## src/rtl/stopwatch_timer_ctrl_pkg.sv

```systemverilog
// Shared types and helpers for the stopwatch/timer front-panel controller.
//   ctrl_state_t : IDLE / RUNNING / PAUSED / ALARM sequencer states
//   MODE_*       : encoding of the mode select seen by the wrapper
//   cmd_t        : bundle of the one-cycle command pulses
//   cnt_width()  : bit width needed to hold a counter value 0..max_val
package stopwatch_ctrl_pkg;

  typedef enum logic [1:0] {IDLE, RUNNING, PAUSED, ALARM} ctrl_state_t;

  localparam logic MODE_STOPWATCH = 1'b1;
  localparam logic MODE_TIMER     = 1'b0;

  typedef struct packed {
    logic start;
    logic stop;
    logic reset;
    logic inc_min;
    logic inc_sec;
  } cmd_t;

  function automatic int cnt_width(input int max_val);
    return (max_val < 2) ? 1 : $clog2(max_val + 1);
  endfunction

endpackage

```

## src/rtl/stopwatch_timer_ctrl_if.sv

```systemverilog
// Front-panel bundle between the debouncers, the controller and the
// stopwatch/timer wrapper.
//   master : panel side, drives switch/button/expiry levels, sees commands
//   slave  : controller side, samples levels, drives commands and status
interface stopwatch_timer_ctrl_if;
  logic mode_req;
  logic btn_start_stop;
  logic btn_reset;
  logic btn_min;
  logic btn_sec;
  logic timer_done;
  logic mode_sw;
  logic start;
  logic stop;
  logic reset;
  logic inc_min;
  logic inc_sec;
  logic running;
  logic alarm;

  modport master (
    output mode_req, btn_start_stop, btn_reset, btn_min, btn_sec, timer_done,
    input  mode_sw, start, stop, reset, inc_min, inc_sec, running, alarm
  );

  modport slave (
    input  mode_req, btn_start_stop, btn_reset, btn_min, btn_sec, timer_done,
    output mode_sw, start, stop, reset, inc_min, inc_sec, running, alarm
  );
endinterface

```

## src/rtl/stopwatch_timer_ctrl_rise_detect.sv

```systemverilog
// 1-bit rising-edge detector: registers the previous level and flags a
// cycle where the input is 1 after being 0.
//   clk, rst_n : clock, synchronous active-low reset (history cleared to 0)
//   d          : level input
//   rise       : high while d=1 and the previous sample was 0
module rise_detect (
  input  logic clk,
  input  logic rst_n,
  input  logic d,
  output logic rise
);
  logic d_p1;

  always_ff @(posedge clk) begin
    if (!rst_n) d_p1 <= 1'b0;
    else        d_p1 <= d;
  end

  assign rise = d & ~d_p1;
endmodule

```

## src/rtl/stopwatch_timer_ctrl.sv

```systemverilog
// Front-panel sequencer: turns debounced button levels and the mode switch
// into one-cycle start/stop/reset/inc_min/inc_sec pulses, registers the
// mode select, tracks run state and latches timer expiry into a timed alarm.
// Optional macro AUTO_REPEAT_EN: auto-repeat of held min/sec buttons.
//   clk, rst_n : clock, synchronous active-low reset
//   tick_1khz  : one-cycle 1 kHz enable for alarm timeout / repeat timing
//   ctrl       : panel interface (slave modport)
module stopwatch_timer_ctrl
  import stopwatch_ctrl_pkg::*;
#(
  parameter int ALARM_MS        = 5000,
  parameter int REPEAT_DELAY_MS = 500,
  parameter int REPEAT_RATE_MS  = 100
) (
  input  logic                   clk,
  input  logic                   rst_n,
  input  logic                   tick_1khz,
  stopwatch_timer_ctrl_if.slave  ctrl
);
  localparam int AW = cnt_width(ALARM_MS);

  if (ALARM_MS < 1 || REPEAT_RATE_MS < 1 || REPEAT_DELAY_MS < REPEAT_RATE_MS) begin : g_bad_cfg
    $fatal(1, "stopwatch_timer_ctrl: invalid ALARM/REPEAT parameters");
  end

  logic ss_rise, rs_rise, min_rise, sec_rise, done_rise;
  logic rpt_min, rpt_sec;

  rise_detect u_rd_ss   (.clk(clk), .rst_n(rst_n), .d(ctrl.btn_start_stop), .rise(ss_rise));
  rise_detect u_rd_rs   (.clk(clk), .rst_n(rst_n), .d(ctrl.btn_reset),      .rise(rs_rise));
  rise_detect u_rd_min  (.clk(clk), .rst_n(rst_n), .d(ctrl.btn_min),        .rise(min_rise));
  rise_detect u_rd_sec  (.clk(clk), .rst_n(rst_n), .d(ctrl.btn_sec),        .rise(sec_rise));
  rise_detect u_rd_done (.clk(clk), .rst_n(rst_n), .d(ctrl.timer_done),     .rise(done_rise));

  ctrl_state_t   state_p0, state_p1;
  logic          mode_p0, mode_p1;
  cmd_t          cmd_p0, cmd_p1;
  logic [AW-1:0] alarm_cnt_p0, alarm_cnt_p1;
  logic          inc_min_evt, inc_sec_evt;

  assign inc_min_evt = min_rise | rpt_min;
  assign inc_sec_evt = sec_rise | rpt_sec;

  // Stage p0: next state / command decode. The if/else chains encode the
  // priority reset > start_stop > mode change > inc.
  always_comb begin
    state_p0     = state_p1;
    mode_p0      = mode_p1;
    cmd_p0       = '0;
    alarm_cnt_p0 = alarm_cnt_p1;
    unique case (state_p1)
      IDLE: begin
        if (rs_rise) begin
          cmd_p0.reset = 1'b1;
        end else if (ss_rise) begin
          cmd_p0.start = 1'b1;
          state_p0     = RUNNING;
        end else if (ctrl.mode_req != mode_p1) begin
          mode_p0      = ctrl.mode_req;
          cmd_p0.reset = 1'b1;
        end else if (mode_p1 == MODE_TIMER) begin
          cmd_p0.inc_min = inc_min_evt;
          cmd_p0.inc_sec = inc_sec_evt;
        end
      end
      RUNNING: begin
        if (rs_rise) begin
          cmd_p0.stop  = 1'b1;
          cmd_p0.reset = 1'b1;
          state_p0     = IDLE;
        end else if (ss_rise) begin
          cmd_p0.stop = 1'b1;
          state_p0    = PAUSED;
        end else if (done_rise && mode_p1 == MODE_TIMER) begin
          cmd_p0.stop  = 1'b1;
          state_p0     = ALARM;
          alarm_cnt_p0 = AW'(ALARM_MS);
        end
      end
      PAUSED: begin
        if (rs_rise) begin
          cmd_p0.reset = 1'b1;
          state_p0     = IDLE;
        end else if (ss_rise) begin
          cmd_p0.start = 1'b1;
          state_p0     = RUNNING;
        end else if (ctrl.mode_req != mode_p1) begin
          mode_p0      = ctrl.mode_req;
          cmd_p0.reset = 1'b1;
          state_p0     = IDLE;
        end else if (mode_p1 == MODE_TIMER) begin
          cmd_p0.inc_min = inc_min_evt;
          cmd_p0.inc_sec = inc_sec_evt;
        end
      end
      ALARM: begin
        // Any press only acknowledges the alarm.
        if (rs_rise || ss_rise || min_rise || sec_rise) begin
          cmd_p0.reset = 1'b1;
          state_p0     = IDLE;
        end else if (tick_1khz) begin
          if (alarm_cnt_p1 <= AW'(1)) begin
            cmd_p0.reset = 1'b1;
            state_p0     = IDLE;
            alarm_cnt_p0 = '0;
          end else begin
            alarm_cnt_p0 = alarm_cnt_p1 - 1'b1;
          end
        end
      end
      default: state_p0 = IDLE;
    endcase
  end

  // Stage p1: registered state, mode select and command pulses.
  always_ff @(posedge clk) begin
    if (!rst_n) begin
      state_p1     <= IDLE;
      mode_p1      <= ctrl.mode_req;
      cmd_p1       <= '0;
      alarm_cnt_p1 <= '0;
    end else begin
      state_p1     <= state_p0;
      mode_p1      <= mode_p0;
      cmd_p1       <= cmd_p0;
      alarm_cnt_p1 <= alarm_cnt_p0;
    end
  end

`ifdef AUTO_REPEAT_EN
  localparam int RW = cnt_width(REPEAT_DELAY_MS);
  localparam logic [RW-1:0] HOLD_FIRE   = RW'(REPEAT_DELAY_MS - 1);
  localparam logic [RW-1:0] HOLD_RELOAD = RW'(REPEAT_DELAY_MS - REPEAT_RATE_MS);

  logic          rpt_elig;
  logic [RW-1:0] hold_min_p1, hold_sec_p1;

  // Counters count ticks since the press edge; on reaching the delay they
  // fire and rewind by one repeat period.
  assign rpt_elig = (state_p1 == IDLE || state_p1 == PAUSED) && (mode_p1 == MODE_TIMER);
  assign rpt_min  = rpt_elig && ctrl.btn_min && !min_rise && tick_1khz && (hold_min_p1 == HOLD_FIRE);
  assign rpt_sec  = rpt_elig && ctrl.btn_sec && !sec_rise && tick_1khz && (hold_sec_p1 == HOLD_FIRE);

  always_ff @(posedge clk) begin
    if (!rst_n || !rpt_elig || !ctrl.btn_min || min_rise || state_p0 != state_p1)
      hold_min_p1 <= '0;
    else if (tick_1khz)
      hold_min_p1 <= (hold_min_p1 == HOLD_FIRE) ? HOLD_RELOAD : hold_min_p1 + 1'b1;

    if (!rst_n || !rpt_elig || !ctrl.btn_sec || sec_rise || state_p0 != state_p1)
      hold_sec_p1 <= '0;
    else if (tick_1khz)
      hold_sec_p1 <= (hold_sec_p1 == HOLD_FIRE) ? HOLD_RELOAD : hold_sec_p1 + 1'b1;
  end
`else
  assign rpt_min = 1'b0;
  assign rpt_sec = 1'b0;
`endif

  assign ctrl.mode_sw = mode_p1;
  assign ctrl.start   = cmd_p1.start;
  assign ctrl.stop    = cmd_p1.stop;
  assign ctrl.reset   = cmd_p1.reset;
  assign ctrl.inc_min = cmd_p1.inc_min;
  assign ctrl.inc_sec = cmd_p1.inc_sec;
  assign ctrl.running = (state_p1 == RUNNING);
  assign ctrl.alarm   = (state_p1 == ALARM);
endmodule

```

## src/flat_wrapper.sv

```systemverilog
// flat-port wrapper written by rule: the top's interface ports become plain ports
module stopwatch_timer_ctrl_flat import stopwatch_ctrl_pkg::*;
#(
  parameter int ALARM_MS        = 5000,
  parameter int REPEAT_DELAY_MS = 500,
  parameter int REPEAT_RATE_MS  = 100
)
  (clk, rst_n, tick_1khz, ctrl_mode_req, ctrl_btn_start_stop, ctrl_btn_reset, ctrl_btn_min, ctrl_btn_sec, ctrl_timer_done, ctrl_mode_sw, ctrl_start, ctrl_stop, ctrl_reset, ctrl_inc_min, ctrl_inc_sec, ctrl_running, ctrl_alarm);
  stopwatch_timer_ctrl_if ctrl_i ();
  input  logic clk;
  input  logic rst_n;
  input  logic tick_1khz;
  input wire logic [$bits(ctrl_i.mode_req)-1:0] ctrl_mode_req;
  input wire logic [$bits(ctrl_i.btn_start_stop)-1:0] ctrl_btn_start_stop;
  input wire logic [$bits(ctrl_i.btn_reset)-1:0] ctrl_btn_reset;
  input wire logic [$bits(ctrl_i.btn_min)-1:0] ctrl_btn_min;
  input wire logic [$bits(ctrl_i.btn_sec)-1:0] ctrl_btn_sec;
  input wire logic [$bits(ctrl_i.timer_done)-1:0] ctrl_timer_done;
  output wire logic [$bits(ctrl_i.mode_sw)-1:0] ctrl_mode_sw;
  output wire logic [$bits(ctrl_i.start)-1:0] ctrl_start;
  output wire logic [$bits(ctrl_i.stop)-1:0] ctrl_stop;
  output wire logic [$bits(ctrl_i.reset)-1:0] ctrl_reset;
  output wire logic [$bits(ctrl_i.inc_min)-1:0] ctrl_inc_min;
  output wire logic [$bits(ctrl_i.inc_sec)-1:0] ctrl_inc_sec;
  output wire logic [$bits(ctrl_i.running)-1:0] ctrl_running;
  output wire logic [$bits(ctrl_i.alarm)-1:0] ctrl_alarm;
  assign ctrl_i.mode_req = ctrl_mode_req;
  assign ctrl_i.btn_start_stop = ctrl_btn_start_stop;
  assign ctrl_i.btn_reset = ctrl_btn_reset;
  assign ctrl_i.btn_min = ctrl_btn_min;
  assign ctrl_i.btn_sec = ctrl_btn_sec;
  assign ctrl_i.timer_done = ctrl_timer_done;
  assign ctrl_mode_sw = ctrl_i.mode_sw;
  assign ctrl_start = ctrl_i.start;
  assign ctrl_stop = ctrl_i.stop;
  assign ctrl_reset = ctrl_i.reset;
  assign ctrl_inc_min = ctrl_i.inc_min;
  assign ctrl_inc_sec = ctrl_i.inc_sec;
  assign ctrl_running = ctrl_i.running;
  assign ctrl_alarm = ctrl_i.alarm;
  stopwatch_timer_ctrl #(.ALARM_MS(ALARM_MS), .REPEAT_DELAY_MS(REPEAT_DELAY_MS), .REPEAT_RATE_MS(REPEAT_RATE_MS)) u_core (.clk(clk), .rst_n(rst_n), .tick_1khz(tick_1khz), .ctrl(ctrl_i));
endmodule
```

## config.mk

```make
export PLATFORM = sky130hd
export DESIGN_NAME = stopwatch_timer_ctrl_flat
export DESIGN_NICKNAME = d
export VERILOG_FILES = /design/src/rtl/stopwatch_timer_ctrl_pkg.sv /design/src/rtl/stopwatch_timer_ctrl_if.sv /design/src/rtl/stopwatch_timer_ctrl_rise_detect.sv /design/src/rtl/stopwatch_timer_ctrl.sv /design/src/flat_wrapper.sv
export SDC_FILE = /design/constraint.sdc
export NUM_CORES = 1
export LEC_CHECK = 0
export ABC_AREA = 0
export BUFFER_PORTS_ARGS = -buffer_cell sky130_fd_sc_hd__buf_2
export CAP_MARGIN = 20
export CORE_UTILIZATION = 56
export CTS_CLUSTER_SIZE = 24
export DETAILED_ROUTE_END_ITERATION = 7
export PLACE_DENSITY = 0.84
export RECOVER_POWER = 50
export SLEW_MARGIN = 10
export SYNTH_ARGS = -nofsm -noshare
export SYNTH_HDL_FRONTEND = slang
export SYNTH_SLANG_ARGS = --single-unit
```

## constraint.sdc

```tcl
create_clock -name clk -period 2.5 [get_ports clk]
set_clock_uncertainty 0.15 [all_clocks]
set_input_delay 0.375 -clock clk [delete_from_list [all_inputs] [get_ports clk]]
set_output_delay 0.375 -clock clk [all_outputs]
set_load 0.005 [all_outputs]
```

==> results.yml <==
cells_and_area:
  area_growth_pct: 9.63
  largest_reg_flops: 13
  instances_no_fill: 202
  antenna_cells: 0
  layout.nets: 186
  reg_top3: "u_core.alarm_cnt_p1 x13, u_core.state_p1 x2"
  post-route-util_pct: 65.0
  nFillCells: 202
  largest-register: "u_core.alarm_cnt_p1"
  drive_gt1_share_pct: 14.9
drt:
  num_vias: 1236
  dr.first_iter.drc_count: 50
  drt_pass1_iterations: 4
  drt-total-wl_um: 2880
  drc_errors: 0
  wl_per_cell_um: 14.3
  avgViaCountPerCell: 6.12
  ant_nets: 0
critical_path:
  endpoint_kind: "flip-flop"
  r2r-start: "u_core.alarm_cnt_p1[5]"
  cp_slowest_cell: "or4_4"
  crit_required_ps: 2560
  start_kind: "flip-flop"
  worstSetupPathDepth: 4
  path_cells: "or4_4, o41ai_4, or2_1, o21ai_0"
  r2r-end: "u_core.alarm_cnt_p1[6]"
  startpoint: "u_core.alarm_cnt_p1[5]"
  worstSetupPathType: "reg -> reg"
  path_max_fanout: 8
  worstPathArrival_ps: 2260
  path_buf_inv: 0
  r2r_slack_ps: 300
  path_delay_family: "simple AND/OR/NAND/NOR gates"
  rr_worst_depth: 4
  cp_slowest_stage_delay_ps: 600
sta:
  slew_violations: 0
  grt_setup_unrepaired: "false"
  max-slew-margin-rel_pct: 52.1
  period_needed_ps: 2200
  tightest_slew_ps: 712
  tns_ps: 0
  timing.final.crit_share_pct: 88.0
  hold_violations: 0
  max_freq_mhz: 455
  setup_viol: 0
run:
  drv_cap: 0
cts:
  clk_pin_slew_ps: 140
  clkLatencyLatePin_ps: 320
  clock-sinks: 26
  root_buffer: "clkbuf_4"
  numCtsBuffers: 3
  cts_post_setup_buffers_inserted: 0
  h-tree-depth: 1
  cts_tree: "done"
  postCtsHoldBufs: 0
  post_cts_resized: 0
  clock_path_buffers: 2
floorplanning:
  fp-row-count: 17
  dieWidth_um: 50.4
  die_h_um: 50.4
  ios: 17
  dieArea_um2: 2540
  initial_core_util_pct: 59.3
  core_area_um2: 2210
placement:
  portBuffers: 16
  dp_cells: 198
  hpwl_um: 2060
  place.gp.congestion: 0.917
hold_path:
  whs_path_depth: 2
  min_from: "ctrl_btn_start_stop"
  whs_endpoint: "u_core.u_rd_ss.d_p1"
  worst_hold_path_type: "in -> reg"
synthesis:
  synth.distinct_cells: 37
  yosysSeqAreaShare_pct: 40.4
  ys.flop_type: "dfxtp_1"
  synth_area_um2: 1310
  yosysWarnings: 0
  syn_area_per_cell_um2: 8.36
  ys_async_sr_fraction_pct: 0
  syn_nets: 168
  synthCells: 157
  synth-seq-cells: 26
  synth_edf_count: 1
status:
  outcome: "finished clean"
grt:
  grtUsageTotal_pct: 24.6
  grt-ovfl-total: 0
  antenna_found_initial: 0
  grt_pass1_wl_um: 4720
  grt_max_degree: 15
  grt_pass1_vias: 1128
pwr:
  vdd_drop_max_mv: 0.396
  total_power_mw: 0.707
  p_leak_nw: 0.610
  powerDensity_nw_per_um2: 491
[worst max-delay path by stage]
stage                                          to
after detailed placement   u_core.alarm_cnt_p1[6]
after CTS                  u_core.alarm_cnt_p1[6]
final                      u_core.alarm_cnt_p1[6]
after global placement     u_core.alarm_cnt_p1[6]
after floorplan            u_core.alarm_cnt_p1[5]
after global routing      u_core.alarm_cnt_p1[12]
[synth_stat cells, types with 3 or more instances]
cell	instances	area, um2
nand3_1	3	15.0
o21ai_0	16	80.1
clkbuf_1	4	15.0
nor4_1	4	25.0
o31ai_1	4	30.0
dfxtp_1	25	500
nand2b_1	5	31.3
nor3_1	5	25.0
nand2_1	11	41.3
nor2_1	16	60.1
nor4b_1	3	26.3
o21bai_1	3	22.5
nor2b_1	3	18.8
and2_1	6	37.5
inv_1	7	26.3
a21oi_1	13	65.1
[metal layers]
layer	share of wire (%)	wire length (um)	global-route usage (%)
met5	0	0	0
met4	1.0	30	11.6
met3	5.8	168	5.15
met2	46	1340	40.0
met1	47	1350	30.9
[cells in the final DEF, fill, tap and decap left out, types with 2 or more instances in the layout]
cell type	n
dfxtp_1	25
nor2_1	16
o21ai_0	16
a21oi_1	13
buf_2	13
nand2_1	11
inv_1	7
nand2b_1	5
and2_1	5
nor3_1	5
o31ai_1	4
nor4_1	4
clkbuf_1	4
nor2b_1	3
nor4b_1	3
nand3_1	3
o21bai_1	3
clkbuf_4	3
or3_1	2
or4_1	2
and3_1	2
a31oi_1	2
nor3b_1	2
a221oi_1	2
o221a_2	2
ha_1	2
buf_4	2
[layout make-up]
type                       instances  area, um2  share of cell area [%]
clock buffer                       4       26.3                    1.83
inverter                           7       26.3                    1.83
multi-input combinational        119        729                    50.7
sequential                        26        531                    36.9
tap                               28       35.0                    2.43
timing repair buffer              18       91.3                    6.35
[kinds of logic after synthesis]
family | after synthesis | share of synthesized area [%]
compound gates | 47 | 24.0
xor+xnor | 1 | 0.667
fa+ha+maj | 2 | 1.91
buf+inv | 12 | 4.00
flops | 26 | 40.4
simple gates | 69 | 29.0
[power by group]
| group | internal [mW] | total (mW) | switching [mW] |
|---|---|---|---|
| clock | 0.0624 | 0.184 | 0.121 |
| combinational | 0.0341 | 0.0825 | 0.0484 |
| sequential | 0.430 | 0.440 | 0.0107 |
| total | 0.526 | 0.707 | 0.180 |
[per-stage QoR]
step                setup slack [ps]  area [um2]  hold slack [ps]
floorplan                        585        1310              275
global placement                 374        1420              311
detailed placement               350        1420              315
CTS                              330        1440              112
global route                     187        1440              117
finish                           301        1440              120
No activity file was read; power rests on OpenSTA's default activity.
